File: config.mk
export PLATFORM = sky130hd
export DESIGN_NAME = id_stage_pipe
export DESIGN_NICKNAME = d
export VERILOG_FILES = /design/src/rtl/id_stage_pipe.sv
export SDC_FILE = /design/constraint.sdc
export NUM_CORES = 1
export LEC_CHECK = 0
export BUFFER_PORTS_ARGS = -buffer_cell sky130_fd_sc_hd__buf_2
export CAP_MARGIN = 20
export CORE_MARGIN = 8
export CORE_UTILIZATION = 45
export DETAILED_ROUTE_END_ITERATION = 8
export PLACE_DENSITY_LB_ADDON = 0.05
export SETUP_SLACK_MARGIN = 0.15
export SYNTH_ARGS = -nofsm -noshare
export SYNTH_HDL_FRONTEND = slang
export SYNTH_SLANG_ARGS = --single-unit
File: constraint.sdc
create_clock -name clk_in -period 5.4 [get_ports clk_in]
set_input_delay 0.54 -clock clk_in [delete_from_list [all_inputs] [get_ports clk_in]]
set_output_delay 0.54 -clock clk_in [all_outputs]
set_load 0.02 [all_outputs]
File: src/rtl/id_stage_pipe.sv
// -----------------------------------------------------------------------------
// id_stage_pipe : registered RV32I instruction-decode stage.
//
// Decodes one instruction per cycle from IF into the operand/field bundle that
// EX consumes. The register file is read combinationally through rf_rs1/rf_rs2
// in the same cycle, and the operands are patched from the EX and MEM result
// buses before being registered. A load sitting in EX whose destination is a
// source of the current instruction holds the instruction in IF and injects a
// bubble. A flush from EX drops the output register and refuses the IF word.
//
// Optional build macro: ID_ILLEGAL_TRAP_EN
//   defined   : adds out_illegal; unknown opcodes and OP with a funct7 other
//               than 0x00/0x20 are captured with out_illegal=1, the opcode in
//               out_ins_type and every other field 0.
//   undefined : unknown opcodes are captured as an all-zero NOP.
//
// Ports
//   clk_in, rst_n_in            clock, asynchronous active-low reset
//   rdy_in                      global enable (0: freeze all state)
//   if_valid/if_ready           IF handshake, if_pc/if_ins the offered word
//   rf_rs1/rf_rs2, rf_data1/2   combinational register-file read
//   ex_wr_en/ex_rd/ex_data      EX-stage writeback (forward source)
//   ex_is_load                  EX result not yet available (load)
//   mem_wr_en/mem_rd/mem_data   MEM-stage writeback (forward source)
//   flush                       branch/jump redirect from EX
//   ex_ready                    EX accepts the output register this cycle
//   out_*                       registered decoded instruction
// -----------------------------------------------------------------------------
module id_stage_pipe #(
  parameter int XLEN  = 32,
  parameter int RA_W  = 5,
  parameter int OPC_W = 7
) (
  input  logic             clk_in,
  input  logic             rst_n_in,
  input  logic             rdy_in,
  input  logic             if_valid,
  output logic             if_ready,
  input  logic [XLEN-1:0]  if_pc,
  input  logic [31:0]      if_ins,
  output logic [RA_W-1:0]  rf_rs1,
  output logic [RA_W-1:0]  rf_rs2,
  input  logic [XLEN-1:0]  rf_data1,
  input  logic [XLEN-1:0]  rf_data2,
  input  logic             ex_wr_en,
  input  logic [RA_W-1:0]  ex_rd,
  input  logic [XLEN-1:0]  ex_data,
  input  logic             ex_is_load,
  input  logic             mem_wr_en,
  input  logic [RA_W-1:0]  mem_rd,
  input  logic [XLEN-1:0]  mem_data,
  input  logic             flush,
  input  logic             ex_ready,
  output logic             out_valid,
  output logic [XLEN-1:0]  out_pc,
  output logic [RA_W-1:0]  out_r1_addr,
  output logic [RA_W-1:0]  out_r2_addr,
  output logic [RA_W-1:0]  out_rd_addr,
  output logic [XLEN-1:0]  out_r1_data,
  output logic [XLEN-1:0]  out_r2_data,
  output logic [XLEN-1:0]  out_imm,
  output logic [OPC_W-1:0] out_ins_type,
  output logic [2:0]       out_ins_details,
  output logic             out_ins_diff
`ifdef ID_ILLEGAL_TRAP_EN
  ,
  output logic             out_illegal
`endif
);

  typedef enum logic [6:0] {
    OPC_LOAD   = 7'h03,
    OPC_OP_IMM = 7'h13,
    OPC_AUIPC  = 7'h17,
    OPC_STORE  = 7'h23,
    OPC_OP     = 7'h33,
    OPC_LUI    = 7'h37,
    OPC_BRANCH = 7'h63,
    OPC_JALR   = 7'h67,
    OPC_JAL    = 7'h6F
  } opcode_e;

  // ---------------------------------------------------------------------------
  // Decode
  // ---------------------------------------------------------------------------
  logic [6:0]       opc;
  logic [RA_W-1:0]  dec_rs1, dec_rs2, dec_rd;
  logic [31:0]      dec_imm;
  logic [OPC_W-1:0] dec_type;
  logic [2:0]       dec_f3;
  logic             dec_diff;
  logic             dec_keep_pc;   // 0 for NOP/illegal captures: pc is zeroed too
`ifdef ID_ILLEGAL_TRAP_EN
  logic             dec_ill;
`endif

  assign opc = if_ins[6:0];

  always_comb begin
    // NOTE: every signal driven here gets a default first; a path that left
    // one unassigned would infer a latch.
    dec_rs1     = '0;
    dec_rs2     = '0;
    dec_rd      = '0;
    dec_imm     = '0;
    dec_type    = '0;
    dec_f3      = '0;
    dec_diff    = 1'b0;
    dec_keep_pc = 1'b1;
`ifdef ID_ILLEGAL_TRAP_EN
    dec_ill     = 1'b0;
`endif
    case (opc)
      OPC_LUI, OPC_AUIPC: begin
        dec_type = OPC_W'(opc);
        dec_rd   = RA_W'(if_ins[11:7]);
        dec_imm  = {if_ins[31:12], 12'b0};
      end
      OPC_JAL: begin
        dec_type = OPC_W'(opc);
        dec_rd   = RA_W'(if_ins[11:7]);
        dec_imm  = {{11{if_ins[31]}}, if_ins[31], if_ins[19:12], if_ins[20],
                    if_ins[30:21], 1'b0};
      end
      OPC_JALR, OPC_LOAD, OPC_OP_IMM: begin
        dec_type = OPC_W'(opc);
        dec_rd   = RA_W'(if_ins[11:7]);
        dec_rs1  = RA_W'(if_ins[19:15]);
        dec_f3   = if_ins[14:12];
        dec_imm  = {{20{if_ins[31]}}, if_ins[31:20]};
        dec_diff = (opc == OPC_OP_IMM) && if_ins[30];
      end
      OPC_BRANCH: begin
        dec_type = OPC_W'(opc);
        dec_rs1  = RA_W'(if_ins[19:15]);
        dec_rs2  = RA_W'(if_ins[24:20]);
        dec_f3   = if_ins[14:12];
        dec_imm  = {{19{if_ins[31]}}, if_ins[31], if_ins[7], if_ins[30:25],
                    if_ins[11:8], 1'b0};
      end
      OPC_STORE: begin
        dec_type = OPC_W'(opc);
        dec_rs1  = RA_W'(if_ins[19:15]);
        dec_rs2  = RA_W'(if_ins[24:20]);
        dec_f3   = if_ins[14:12];
        dec_imm  = {{20{if_ins[31]}}, if_ins[31:25], if_ins[11:7]};
      end
      OPC_OP: begin
`ifdef ID_ILLEGAL_TRAP_EN
        if (if_ins[31:25] != 7'h00 && if_ins[31:25] != 7'h20) begin
          dec_ill     = 1'b1;
          dec_type    = OPC_W'(opc);
          dec_keep_pc = 1'b0;
        end else
`endif
        begin
          dec_type = OPC_W'(opc);
          dec_rd   = RA_W'(if_ins[11:7]);
          dec_rs1  = RA_W'(if_ins[19:15]);
          dec_rs2  = RA_W'(if_ins[24:20]);
          dec_f3   = if_ins[14:12];
          dec_diff = if_ins[30];
        end
      end
      default: begin
`ifdef ID_ILLEGAL_TRAP_EN
        dec_ill  = 1'b1;
        dec_type = OPC_W'(opc);
`endif
        dec_keep_pc = 1'b0;
      end
    endcase
  end

  assign rf_rs1 = dec_rs1;
  assign rf_rs2 = dec_rs2;

  // ---------------------------------------------------------------------------
  // Operand forwarding: EX beats MEM beats the register file; x0 is always 0.
  // A load in EX has no result yet, so it never forwards (the hazard stalls).
  // ---------------------------------------------------------------------------
  logic [XLEN-1:0] fwd1, fwd2;

  assign fwd1 = (dec_rs1 == '0)                                   ? '0       :
                (ex_wr_en && !ex_is_load && ex_rd == dec_rs1)     ? ex_data  :
                (mem_wr_en && mem_rd == dec_rs1)                  ? mem_data :
                                                                    rf_data1;
  assign fwd2 = (dec_rs2 == '0)                                   ? '0       :
                (ex_wr_en && !ex_is_load && ex_rd == dec_rs2)     ? ex_data  :
                (mem_wr_en && mem_rd == dec_rs2)                  ? mem_data :
                                                                    rf_data2;

  // ---------------------------------------------------------------------------
  // Handshake
  // ---------------------------------------------------------------------------
  logic valid_q, valid_d;
  logic hz, adv, capture;

  // Unused sources are forced to 0 and ex_rd != 0, so they never match here.
  assign hz       = ex_wr_en && ex_is_load && (ex_rd != '0) &&
                    ((dec_rs1 == ex_rd) || (dec_rs2 == ex_rd));
  assign adv      = !valid_q || ex_ready;
  assign if_ready = rst_n_in && rdy_in && adv && !hz && !flush;
  assign capture  = if_valid && if_ready;

  always_comb begin
    valid_d = valid_q;
    if (rdy_in) begin
      if (flush)        valid_d = 1'b0;
      else if (capture) valid_d = 1'b1;
      else if (adv)     valid_d = 1'b0;   // bubble; data fields keep old value
    end
  end

  // ---------------------------------------------------------------------------
  // Output register
  // ---------------------------------------------------------------------------
  logic [XLEN-1:0]  pc_q, r1_data_q, r2_data_q, imm_q;
  logic [RA_W-1:0]  r1_addr_q, r2_addr_q, rd_addr_q;
  logic [OPC_W-1:0] type_q;
  logic [2:0]       f3_q;
  logic             diff_q;
`ifdef ID_ILLEGAL_TRAP_EN
  logic             ill_q;
`endif

  // NOTE: sequential state is updated only with non-blocking assignments so
  // every register samples pre-edge values regardless of statement order.
  always_ff @(posedge clk_in or negedge rst_n_in) begin
    if (!rst_n_in) begin
      valid_q   <= 1'b0;
      pc_q      <= '0;
      r1_addr_q <= '0;
      r2_addr_q <= '0;
      rd_addr_q <= '0;
      r1_data_q <= '0;
      r2_data_q <= '0;
      imm_q     <= '0;
      type_q    <= '0;
      f3_q      <= '0;
      diff_q    <= 1'b0;
`ifdef ID_ILLEGAL_TRAP_EN
      ill_q     <= 1'b0;
`endif
    end else begin
      valid_q <= valid_d;
      if (capture) begin
        pc_q      <= dec_keep_pc ? if_pc : '0;
        r1_addr_q <= dec_rs1;
        r2_addr_q <= dec_rs2;
        rd_addr_q <= dec_rd;
        r1_data_q <= fwd1;
        r2_data_q <= fwd2;
        imm_q     <= XLEN'($signed(dec_imm));
        type_q    <= dec_type;
        f3_q      <= dec_f3;
        diff_q    <= dec_diff;
`ifdef ID_ILLEGAL_TRAP_EN
        ill_q     <= dec_ill;
`endif
      end
    end
  end

  assign out_valid       = valid_q;
  assign out_pc          = pc_q;
  assign out_r1_addr     = r1_addr_q;
  assign out_r2_addr     = r2_addr_q;
  assign out_rd_addr     = rd_addr_q;
  assign out_r1_data     = r1_data_q;
  assign out_r2_data     = r2_data_q;
  assign out_imm         = imm_q;
  assign out_ins_type    = type_q;
  assign out_ins_details = f3_q;
  assign out_ins_diff    = diff_q;
`ifdef ID_ILLEGAL_TRAP_EN
  assign out_illegal     = ill_q;
`endif

endmodule
==> summary.md, run 1 <==
| Metric | Value |
|---|---|
| Cts repair resizes | 0 |
| Worst slew margin | 0.3418 |
| Gr ovfl total | 0 |
| Gr busiest metal | met2 |
| # IOs | 377 |
| CTS sink cnt | 155 |
| # DRC | 0 |
| Global-route wire length before repair | 46,690 µm |
| Max cap viols | 0 |
| Int Pwr | roughly 2.1 mW |
| Vias in the first global route | 8,330 |
| Placed cells | 1,546 |
| Leak | 5.673 nW |
| Clock Path Buffers | 2 |
| CTS buffer count | 17 |
| Starting Density | 0.4545 |
| Simple-gate share of the synthesized area | 0.2601 |
| Post-Syn Instances | 1,000 |
| GRT Util Overall | 0.2685 |
| HPWL after detailed placement | 22,850 µm |
| Area after DPL | around 10,000 µm² |
| CP Class | in -> reg |
| Compound-Gate Fraction of Synth Area | 0.1951 |
| Sequential fraction of the synthesis area | 0.4800 |
| Antenna Nets Post-Route | 0 |
| Initial antenna violation count | 8 |
| Distinct cells, synth | 58 |
| Period Utilization, post-route | 0.5943 |
| Cell Area, Synth | 8080 µm² |
| CTS Hold Bufs | 0 |
| Total net switching power | roughly 0.77 mW |
| Pre-antenna DRT Iters | 5 |
| Setup TNS | 0 ns |
| Die W | 150 µm |
| CP max FO | 241 |
| Routed vias | 8,391 |
| WP data arrival | 3.51 ns |
| Postcts setup bufs | 0 |
| Core area | 17,780 µm² |
| Worst setup SP type | input pin |
| RSZ-0062 raised after global routing | false |
| Clock share of power | 0.420 |
| CTS tree | done |
| FF+latch count, synth | around 160 |
| Fmax | between 300 and 400 MHz |
| Placer Congestion | 0.9376 |
| Setup violators final | 0 |
| Non-Filler Instances | 1,581 |
| Worst-Margin Slew | between 0.9 and 1 ns |
| Flop pwr share | 0.433 |
| Pin count of the biggest net entering global routing | 242 |
| Htree depth | 4 |
| Max IR drop VDD | roughly 0.00023 V |
| Fin. max-slew vios | 0 |
| Area used by multi-input combinational logic | 3799 µm² |
| Status | finished, final reports clean |
| Adder-Cell Fraction of Synth Area | 0 |
| Synth Net Count | ~1,200 |
| Fin. Hold Viols | 0 |
| Mux contribution to synthesized area | 0.006658 |
| Synthesis-to-layout area growth | 31.46% |
| Initial drt markers | 680 |
| Filler cells | 1,704 |
| Design Area, Final | approximately 11,000 µm² |
| Met2 GRT Util | 0.4212 |
| Largest family of logic cells by synthesized area | simple AND/OR/NAND/NOR gates |
| Syn Area/Cell | 8.080 µm² |
| Critical path's largest stage delay | 0.66 ns |
| Met1 Usage GRT | 0.3408 |
| CP Cell Sequence | buf_2 > nor2b_1 > o2111ai_2 > a222oi_1 > nand3_1 > o211ai_4 > buf_12 > mux2_1 |
| CP endpoint kind | flop |
| FF+latch area | 3879 µm² |
| Tmin final | 3.209 ns |
| Worst-path clk slew | 0.06 ns |
| Total routed wirelength | 30,430 µm |
| Worst path slowest cell | buf_12 |
| CP required | 5.70 ns |
| Via/cell ratio | around 5.3 |
| Xor/xnor share of the synthesized area | 0.005420 |
| Post-synth top flop | dfrtp_1 |
| PortBufs | 376 |
| Row cnt | 49 |
| Worst-Skew Late Latency | 0.42 ns |
| Die area | 22,500 µm² |
| Met3 global-route usage | 0.07227 |
| Ys async rst share | 1.000 |
| Number of enable flip-flop cells after synthesis | 0 |
| Share of layout cells above drive strength 1 | 0.3415 |
| Synth warn | 0 |
| Layout net count | 1,547 |
| Power density cells | 269.5 nW/µm² |
| Wire length per cell | 19.25 µm |
| HP Class | in -> async |
| Comb power frac | 0.146 |
| Net Sw Frac | 0.2690 |
| Die Height | 150 µm |
| Worst Skew | 0.005508 ns |
| CTS Root Buffer Type | clkbuf_16 |
## Yosys cell counts (all sizes together) (3+ instances only)
master / n / area [µm²]
nor2: 75 / 281.5
or3: 3 / 18.77
o2111ai: 5 / 50.04
a22oi: 6 / 45.04
a31oi: 3 / 18.77
nor3: 6 / 30.03
buf: 37 / 230.2
or4: 3 / 22.52
a21oi: 25 / 125.1
nand2b: 7 / 43.79
mux2: 3 / 33.78
nand2: 336 / 1261
clkbuf: 36 / 135.1
xnor2: 3 / 26.28
inv: 16 / 60.05
a31o: 32 / 280.3
o31ai: 34 / 255.2
dfrtp: 155 / 3879
o21ai: 120 / 600.6
nor2b: 9 / 56.30
o211ai: 3 / 27.52
and2: 3 / 18.77
and3: 35 / 219.0
nand3: 10 / 50.05
## cells in the final DEF (no fill, tap or decap), types with 3 or more instances in the layout
master,count
a31oi_1,3
and3_1,35
or3_1,3
buf_2,375
nor2_1,75
a21oi_1,25
buf_4,13
o21ai_1,48
o2111ai_1,4
inv_1,15
or4_1,3
diode_2,5
nand2_1,336
and2_1,3
o31ai_1,34
a22oi_1,6
clkinvlp_4,4
xnor2_1,3
nor2b_1,9
nor3_1,5
bufinv_16,3
dfrtp_1,155
clkbuf_16,17
nand3_1,10
nand2b_1,7
o21ai_0,72
a31o_2,32
## worst max-delay path: cells and delay by family
kind            cells  cell delay [ns]
compound gates      3             0.91
buf+inv             2             0.86
mux                 1             0.38
simple gates        2             0.64
## cells by family (layout without fill, tap and decap cells)
logic type	count (synthesis)	count (layout)
compound gates	247	247
xor+xnor	5	5
buf+inv	89	436
flops	155	155
mux	5	5
other cells	0	5
simple gates	499	499
## sequential cells by signal, summed over array words and instances (netlist names)
| name | cells |
|---|---|
| out_imm | 32 |
| out_ins_details | 3 |
| out_ins_diff | 1 |
| out_ins_type | 7 |
| out_pc | 32 |
| out_r1_addr | 5 |
| out_r1_data | 32 |
| out_r2_addr | 5 |
| out_r2_data | 32 |
| out_rd_addr | 5 |
| out_valid | 1 |
## worst paths after layout
| kind | start | to | slack (ns) | cells past startpoint |
|---|---|---|---|---|
| worst min register to register | out_r2_data[31] | out_r2_data[31] | 0.47 | 2 |
| min in group clk_in | if_pc[8] | out_pc[8] | 0.36 | 3 |
| max in group asynchronous | rst_n_in | out_imm[19] | 3.55 | 3 |
| worst max-delay path | if_ins[5] | out_r2_addr[4] | 2.19 | 8 |
| worst min-delay path | rst_n_in | out_r1_addr[0] | 0.07 | 1 |
| worst max register to register | out_valid | out_r2_data[31] | 2.81 | 7 |
## per-stage QoR
step	utilization	hold slack (ns)	worst slack, ns	power, mW
final	0.5975	0.06947	2.191	2.863
after floorplan	-	0.2444	2.654	1.463
after detailed placement	0.5641	0.4603	1.806	1.683
after global placement	0.5641	0.4567	1.876	1.680
after CTS	0.5968	0.07916	2.251	2.889
after global routing	0.5975	0.09765	1.856	2.987
## cell type report
| class | count | share of cell area |
|---|---|---|
| inverter | 16 | 0.005654 |
| multi-input combinational | 756 | 0.3576 |
| sequential | 155 | 0.3651 |
| clock inverter | 11 | 0.01390 |
| clock buffer | 19 | 0.04075 |
| timing repair buffer | 390 | 0.1888 |
| tap | 229 | 0.02697 |
| antenna | 5 | 0.001178 |
## power groups by stage
stage / clock network, mW / registers (mW) / logic [mW]
4_1_cts: 1.23 / 1.24 / 0.423
3_5_place_dp: 0 / 1.26 / 0.422
6_report: 1.20 / 1.24 / 0.418
3_3_place_gp: 0 / 1.26 / 0.419
2_1_floorplan: 0 / 1.32 / 0.140
5_1_grt: 1.28 / 1.25 / 0.463
## layer usage
metal | share of wire | vias to the layer above
li1 | - | 4071
met1 | 0.41 | 3869
met2 | 0.47 | 382
met3 | 0.091 | 63
met4 | 0.029 | 6
met5 | 0.0012 | -
(Power assumes the default switching activity.)
==> inputs of run 2 (changes only) <==
Settings changed: ABC_AREA from default to 1.
Clock period 5.4 ns to 3.2 ns, I/O delays scaled along.
==> summary.md, run 2 <==
| Metric | Value |
|---|---|
| Die area | 24,850 µm² (+10%) |
| Core area | 19,970 µm² (+12%) |
| Routed vias | 9,571 (+14%) |
| Worst-Margin Slew | 0.8790 ns (-0.1009 ns) |
| Total power | 5.217 mW (+82%) |
| Period Utilization, post-route | 0.8278 |
| Die Height | 157.6 µm (+5.1%) |
| PortBufs | 376 (unchanged) |
| Max IR drop VDD | 0.0003519 V (+54%) |
| Share of layout cells above drive strength 1 | 0.3250 (-0.01650) |
| Total routed wirelength | 34,320 µm (+13%) |
| Final WS setup | 0.5512 ns (-1.640 ns) |
| Commonest cells post-synth | 516 x nand2_1, 155 x dfrtp_1, 84 x nor2_1 |
| Cell Area, Synth | 9026 µm² (+12%) |
| Worst setup SP type | input pin |
| Setup TNS | 0 ns (unchanged) |
| Clock Path Buffers | 2 (unchanged) |
| # DRC | 0 (unchanged) |
| Tmin final | 2.649 ns |
| HP Class | in -> reg |
| Worst-Skew Late Latency | 0.43 ns (about the same) |
| Worst slew margin | 0.4140 (+0.07218) |
| Pre-antenna DRT Iters | 6 (+1) |
| CTS tree | done |
| Status | finished, final reports clean |
| Synth warn | 0 (unchanged) |
| Initial antenna violation count | 6 (-2) |
| HPWL after detailed placement | 25,060 µm (+9.7%) |
| CTS sink cnt | 155 (unchanged) |
| Gr ovfl total | 0 (unchanged) |
| Cell family with most CP delay | buffers and inverters |
| Worst Path Buf+Inv | 4 (+2) |
| CP Class | in -> out |
| Area leader, netlist | dfrtp_1 |
| Worst Skew | 0.01144 ns (+0.005934 ns) |
| Post-synth top area share | 0.4297 (-0.05030) |
| GRT Util Overall | 0.2690 (+0.0005477) |
| Fin util | 0.5829 (-0.01453) |
| Die W | 157.6 µm (+5.1%) |
| CP max FO | 40 (-83%) |
| Area contributors post-synth | dfrtp_1 43%, nand2_1 21%, nand4_1 4.8% |
| Layout net count | 1,798 (+16%) |
| Fin. Hold Viols | 0 (unchanged) |
| Number of enable flip-flop cells after synthesis | 0 (unchanged) |
| Design Area, Final | 11,640 µm² (+9.6%) |
| RSZ-0062 raised after global routing | false |
| Worst Hold Slack | 0.1335 ns (+0.06401 ns) |
| Antenna Nets Post-Route | 0 (unchanged) |
| CP most frequent cell | nand2_1 |
| Synth Net Count | 1,456 (+20%) |
| Htree depth | 4 (unchanged) |
| CTS buffer count | 17 (unchanged) |
| Initial drt markers | 697 (+2.5%) |
| Leak | 6.597 nW (+16%) |
| Placed cells | 1,836 (+19%) |
| FF+latch count, synth | 155 (unchanged) |
| CP Cell Sequence | dlygate4sd3_1 > buf_6 > nand2_1 > a211oi_1 > nand2_1 > inv_1 > buf_2 |
| Post-synth top flop | dfrtp_1 |
| Power density cells | 448.0 nW/µm² (+66%) |
| Setup violators final | 0 (unchanged) |
| Distinct cells, synth | 32 (-45%) |
| Most frequent cell after synthesis | nand2_1 |
| Vias in the first global route | 9,019 (+8.3%) |
| Most common cell after layout, fill and taps aside | nand2_1 |
| Max cap viols | 0 (unchanged) |
| Fmax | 377.5 MHz |
| Post-Syn Instances | 1,245 (+25%) |
| WP data arrival | 2.33 ns (-1.18 ns) |
| CP required | 2.88 ns (-2.82 ns) |
| Syn Area/Cell | 7.250 µm² (-10%) |
| Wire length per cell | 18.32 µm (-4.8%) |
| Worst-path clk slew | 0.07 ns (about the same) |
| Starting Density | 0.4519 (-0.002577) |
| Fin. max-slew vios | 0 (unchanged) |
| Commonest non-fill, non-tap cells in the layout | 516 x nand2_1, 375 x buf_2, 155 x dfrtp_1 |
| Worst path slowest cell | dlygate4sd3_1 |
| CP endpoint kind | output port |
| Synthesis-to-layout area growth | 29.00% |
| # IOs | 377 (unchanged) |
| Row cnt | 52 (+6.1%) |
| Worst slack at placement | 0.3863 ns (-1.420 ns) |
| Postcts setup bufs | 0 (unchanged) |
| Ys async rst share | 1.000 (unchanged) |
| CTS Root Buffer Type | clkbuf_16 |
| Global-route wire length before repair | 51,560 µm (+10%) |
| Via/cell ratio | 5.110 (-3.7%) |
| Pin count of the biggest net entering global routing | 140 (-42%) |
| Critical path's largest stage delay | 0.59 ns (-0.07 ns) |
| Non-Filler Instances | 1,873 (+18%) |
| Sequential fraction of the synthesis area | 0.4297 (-0.05030) |
| Area after DPL | 10,940 µm² (+9.1%) |
| Placer Congestion | 0.8882 (-5.3%) |
run 2: layout make-up:
cell class | instances | area (µm²)
fill | 2023 | 8330
multi-input combinational | 936 | 4343
sequential | 155 | 3879
timing repair buffer | 404 | 2138
clock buffer | 18 | 439.2
tap | 270 | 337.8
inverter | 73 | 274.0
clock inverter | 14 | 225.2
antenna | 3 | 7.507
run 2: cells by family after synthesis:
group / synth area share
simple gates: 0.3704
xor+xnor: 0.006792
buf+inv: 0.09024
compound gates: 0.1029
flops: 0.4297
run 2: final timing paths:
path / slack (ns) / start / endpoint / cells after the start
worst min-delay path: 0.13 / if_pc[16] / out_pc[16] / 3
max in group asynchronous: 1.53 / rst_n_in / out_ins_type[2] / 3
worst min register to register: 0.48 / out_imm[8] / out_imm[8] / 2
worst max register to register: 1.09 / out_valid / out_r2_data[13] / 5
worst max-delay path: 0.55 / rst_n_in / if_ready / 7
min in group asynchronous: 0.43 / rst_n_in / out_r1_data[12] / 2
run 2: where the power goes:
group	switching (mW)	internal (mW)	leakage [nW]
sequential	0.0487	2.05	2.15
clock	0.931	1.37	0.326
combinational	0.543	0.283	4.12
run 2: what timing repair did:
item,in CTS,in global routing
endpoints found under the hold margin,37,0
endpoints found under the setup margin,0,0
resized for setup,0,0
hold buffers,1,0
run 2: layer usage:
metal	up-vias	part of all wire	track usage
met5	-	0.0014	0
met4	8	0.014	0.06528
met3	43	0.10	0.07917
met2	472	0.47	0.4327
met1	4354	0.41	0.3493
li1	4694	-	-
run 2: tightest hold or removal path, cell delays in order:
cell and delay, ns:
buf_2 0.09, nand2_1 0.05, o21ai_1 0.06
==> inputs of run 3 (changes only) <==
Settings changed: ABC_AREA 1 to 0.
Clock period 3.2 ns to 2.56 ns, I/O delays scaled along.
==> summary.md, run 3 (same netlist as run 1, synthesis figures left out) <==
| Metric | Value |
|---|---|
| Status | finished, final reports clean |
| Worst slack at placement | -0.04902 ns (-0.4353 ns) |
| Most common cell after layout, fill and taps aside | buf_2 |
| Core area | 17,780 µm² (-11%) |
| Via/cell ratio | 5.232 (+2.4%) |
| Commonest non-fill, non-tap cells in the layout | 375 x buf_2, 336 x nand2_1, 155 x dfrtp_1 |
| Worst-Skew Late Latency | 0.42 ns (about the same) |
| GRT Util Overall | 0.2655 (-0.003509) |
| Design Area, Final | 11,150 µm² (-4.2%) |
| CTS tree | done |
| Setup TNS | 0 ns (unchanged) |
| Area after DPL | 10,530 µm² (-3.8%) |
| Max cap viols | 0 (unchanged) |
| RR Endpoint | out_r2_data[2] |
| Row cnt | 49 (-5.8%) |
| Synthesis-to-layout area growth | 37.98% |
| Placer Congestion | 0.8962 (+0.90%) |
| HP Class | in -> reg |
| Max IR drop VDD | 0.0004496 V (+28%) |
| Fin util | 0.6271 (+0.04416) |
| Non-Filler Instances | 1,627 (-13%) |
| Die Height | 150 µm (-4.8%) |
| Total routed wirelength | 30,600 µm (-11%) |
| Layout net count | 1,595 (-11%) |
| CP max FO | 9 (-78%) |
| WP data arrival | 2.02 ns (-0.31 ns) |
| R2r worst-path depth | 8 (+3) |
| R2R Setup Slk | 0.54 ns (-0.55 ns) |
| Wire length per cell | 18.81 µm (+2.7%) |
| Initial drt markers | 448 (-36%) |
| Fmax | 438.7 MHz |
| PortBufs | 376 (unchanged) |
| Net Sw Frac | 0.2806 (-0.01122) |
| CP endpoint kind | output port |
| Setup violators final | 0 (unchanged) |
| Gr ovfl total | 0 (unchanged) |
| Hold Path Origin | if_pc[11] |
| Antenna Nets Post-Route | 0 (unchanged) |
| CP Class | in -> out |
| Int Pwr | 4.340 mW (+17%) |
| Filler cells | 1,604 (-21%) |
| RSZ-0062 raised after global routing | true |
| Pre-antenna DRT Iters | 5 (-1) |
| Worst slew margin | 0.5827 (+0.1687) |
| Starting Density | 0.4545 (+0.002577) |
| Hold path depth | 3 (unchanged) |
| Htree depth | 4 (unchanged) |
| Worst-Margin Slew | 0.6260 ns (-0.2530 ns) |
| Worst Skew | 0.009888 ns (-0.001553 ns) |
| Die area | 22,500 µm² (-9.4%) |
| Worst-path clk slew | 0.06 ns (about the same) |
| CTS buffer count | 17 (unchanged) |
| Routed vias | 8,512 (-11%) |
| CP required | 2.30 ns (-0.58 ns) |
| Vias in the first global route | 8,351 (-7.4%) |
| Leak | 5.969 nW (-9.5%) |
| # DRC | 0 (unchanged) |
| Tmin final | 2.280 ns |
| Final WS setup | 0.2804 ns (-0.2708 ns) |
| Hold Path End | out_pc[11] |
| # IOs | 377 (unchanged) |
| Power density cells | 541.1 nW/µm² (+21%) |
| CTS sink cnt | 155 (unchanged) |
| Die W | 150 µm (-4.8%) |
| Pin count of the biggest net entering global routing | 110 (-21%) |
| Fin. Hold Viols | 0 (unchanged) |
| Period Utilization, post-route | 0.8905 |
| Global-route wire length before repair | 46,400 µm (-10%) |
| Total net switching power | 1.693 mW (+11%) |
| CTS Root Buffer Type | clkbuf_16 |
| HPWL after detailed placement | 23,620 µm (-5.7%) |
| Worst setup SP type | input pin |
| Clock Path Buffers | 2 (unchanged) |
| Placed cells | 1,592 (-13%) |
| Comb power frac | 0.154 (-0.004) |
| Fin. max-slew vios | 0 (unchanged) |
| Reg2reg start | out_valid |
| Flop pwr share | 0.433 (+0.032) |
| Initial antenna violation count | 4 (-2) |
| Share of layout cells above drive strength 1 | 0.3694 (+0.04436) |
| Clock share of power | 0.413 (-0.027) |
## run 3: cell count changes in the layout (fill, tap and decap cells not counted), moves of 10 or more
| cell | delta |
|---|---|
| nand2_1 | -180 |
| nand2_2 | -14 |
| buf_12 | +10 |
| o21ai_1 | -18 |
| o21ai_2 | -45 |
| o21ai_0 | +59 |
| nand3_1 | -68 |
| inv_1 | -49 |
| buf_4 | +24 |
| and3_1 | +35 |
| a31o_2 | +32 |
| nor2_2 | -10 |
| o31ai_1 | +34 |
| nand4_1 | -67 |
## run 3: worst max path at each step
stage / start / end / slack (ns) / cells after the start
after floorplan: if_ins[5] / out_r1_addr[0] / 0.18 / 10
final: if_ins[5] / if_ready / 0.28 / 10
after CTS: if_ins[5] / if_ready / 0.19 / 10
after global placement: if_ins[3] / out_pc[8] / -0.004 / 9
after detailed placement: if_ins[3] / out_pc[8] / -0.05 / 9
after global routing: if_ins[5] / if_ready / 0.14 / 10
## run 3: layout make-up
type                            instances  area, µm²  area share
Clock inverter                         13      133.9     0.01201
Timing Repair Buffer                  438       2519      0.2259
Sequential cell                       155       3879      0.3479
Clock buffer                           19      452.9     0.04062
Antenna cell                            1      2.502   0.0002244
Tap cell                              229      286.5     0.02570
Inverter                               16      60.06    0.005387
Multi-Input combinational cell        756       3816      0.3423
## run 3: power groups by stage
stage          registers [mW]  clock network (mW)  logic, mW
3_5_place_dp             2.66                   0      0.932
6_report                 2.61                2.49      0.929
2_1_floorplan            2.79                   0      0.296
5_1_grt                  2.62                2.62       1.02
3_3_place_gp             2.65                   0      0.926
4_1_cts                  2.61                2.53      0.934
## run 3: repair_timing
item	4_1_cts	5_1_grt
buffers inserted	1	0
hold endpoints to repair	19	0
gates resized for setup	1	3
hold buffers	1	0
endpoints found under the setup margin	1	5
pin swaps	2	1
## run 3: metal layers
metal  up-vias  share of wire  track usage
met1      3919           0.41       0.3319
met4         6          0.028       0.1004
met2       367           0.47       0.4302
met3        56          0.089      0.07318
li1       4164              -            -
met5         -         0.0013            0
## run 3: critical path, cell delays in order
cell       delay (ns)
buf_2            0.19
nor2b_1          0.17
buf_4            0.16
o2111ai_2        0.12
a222oi_1         0.40
nand3_1          0.16
buf_4            0.17
a21oi_2          0.17
nor3_1           0.06
buf_2            0.17
## run 3: metrics by stage
| step | power (mW) | hold WS [ns] |
|---|---|---|
| after global placement | 3.581 | 0.4548 |
| after floorplan | 3.087 | -0.03959 |
| after detailed placement | 3.588 | 0.4465 |
| after CTS | 6.077 | 0.06383 |
| final | 6.033 | 0.07929 |
| after global routing | 6.266 | 0.07992 |
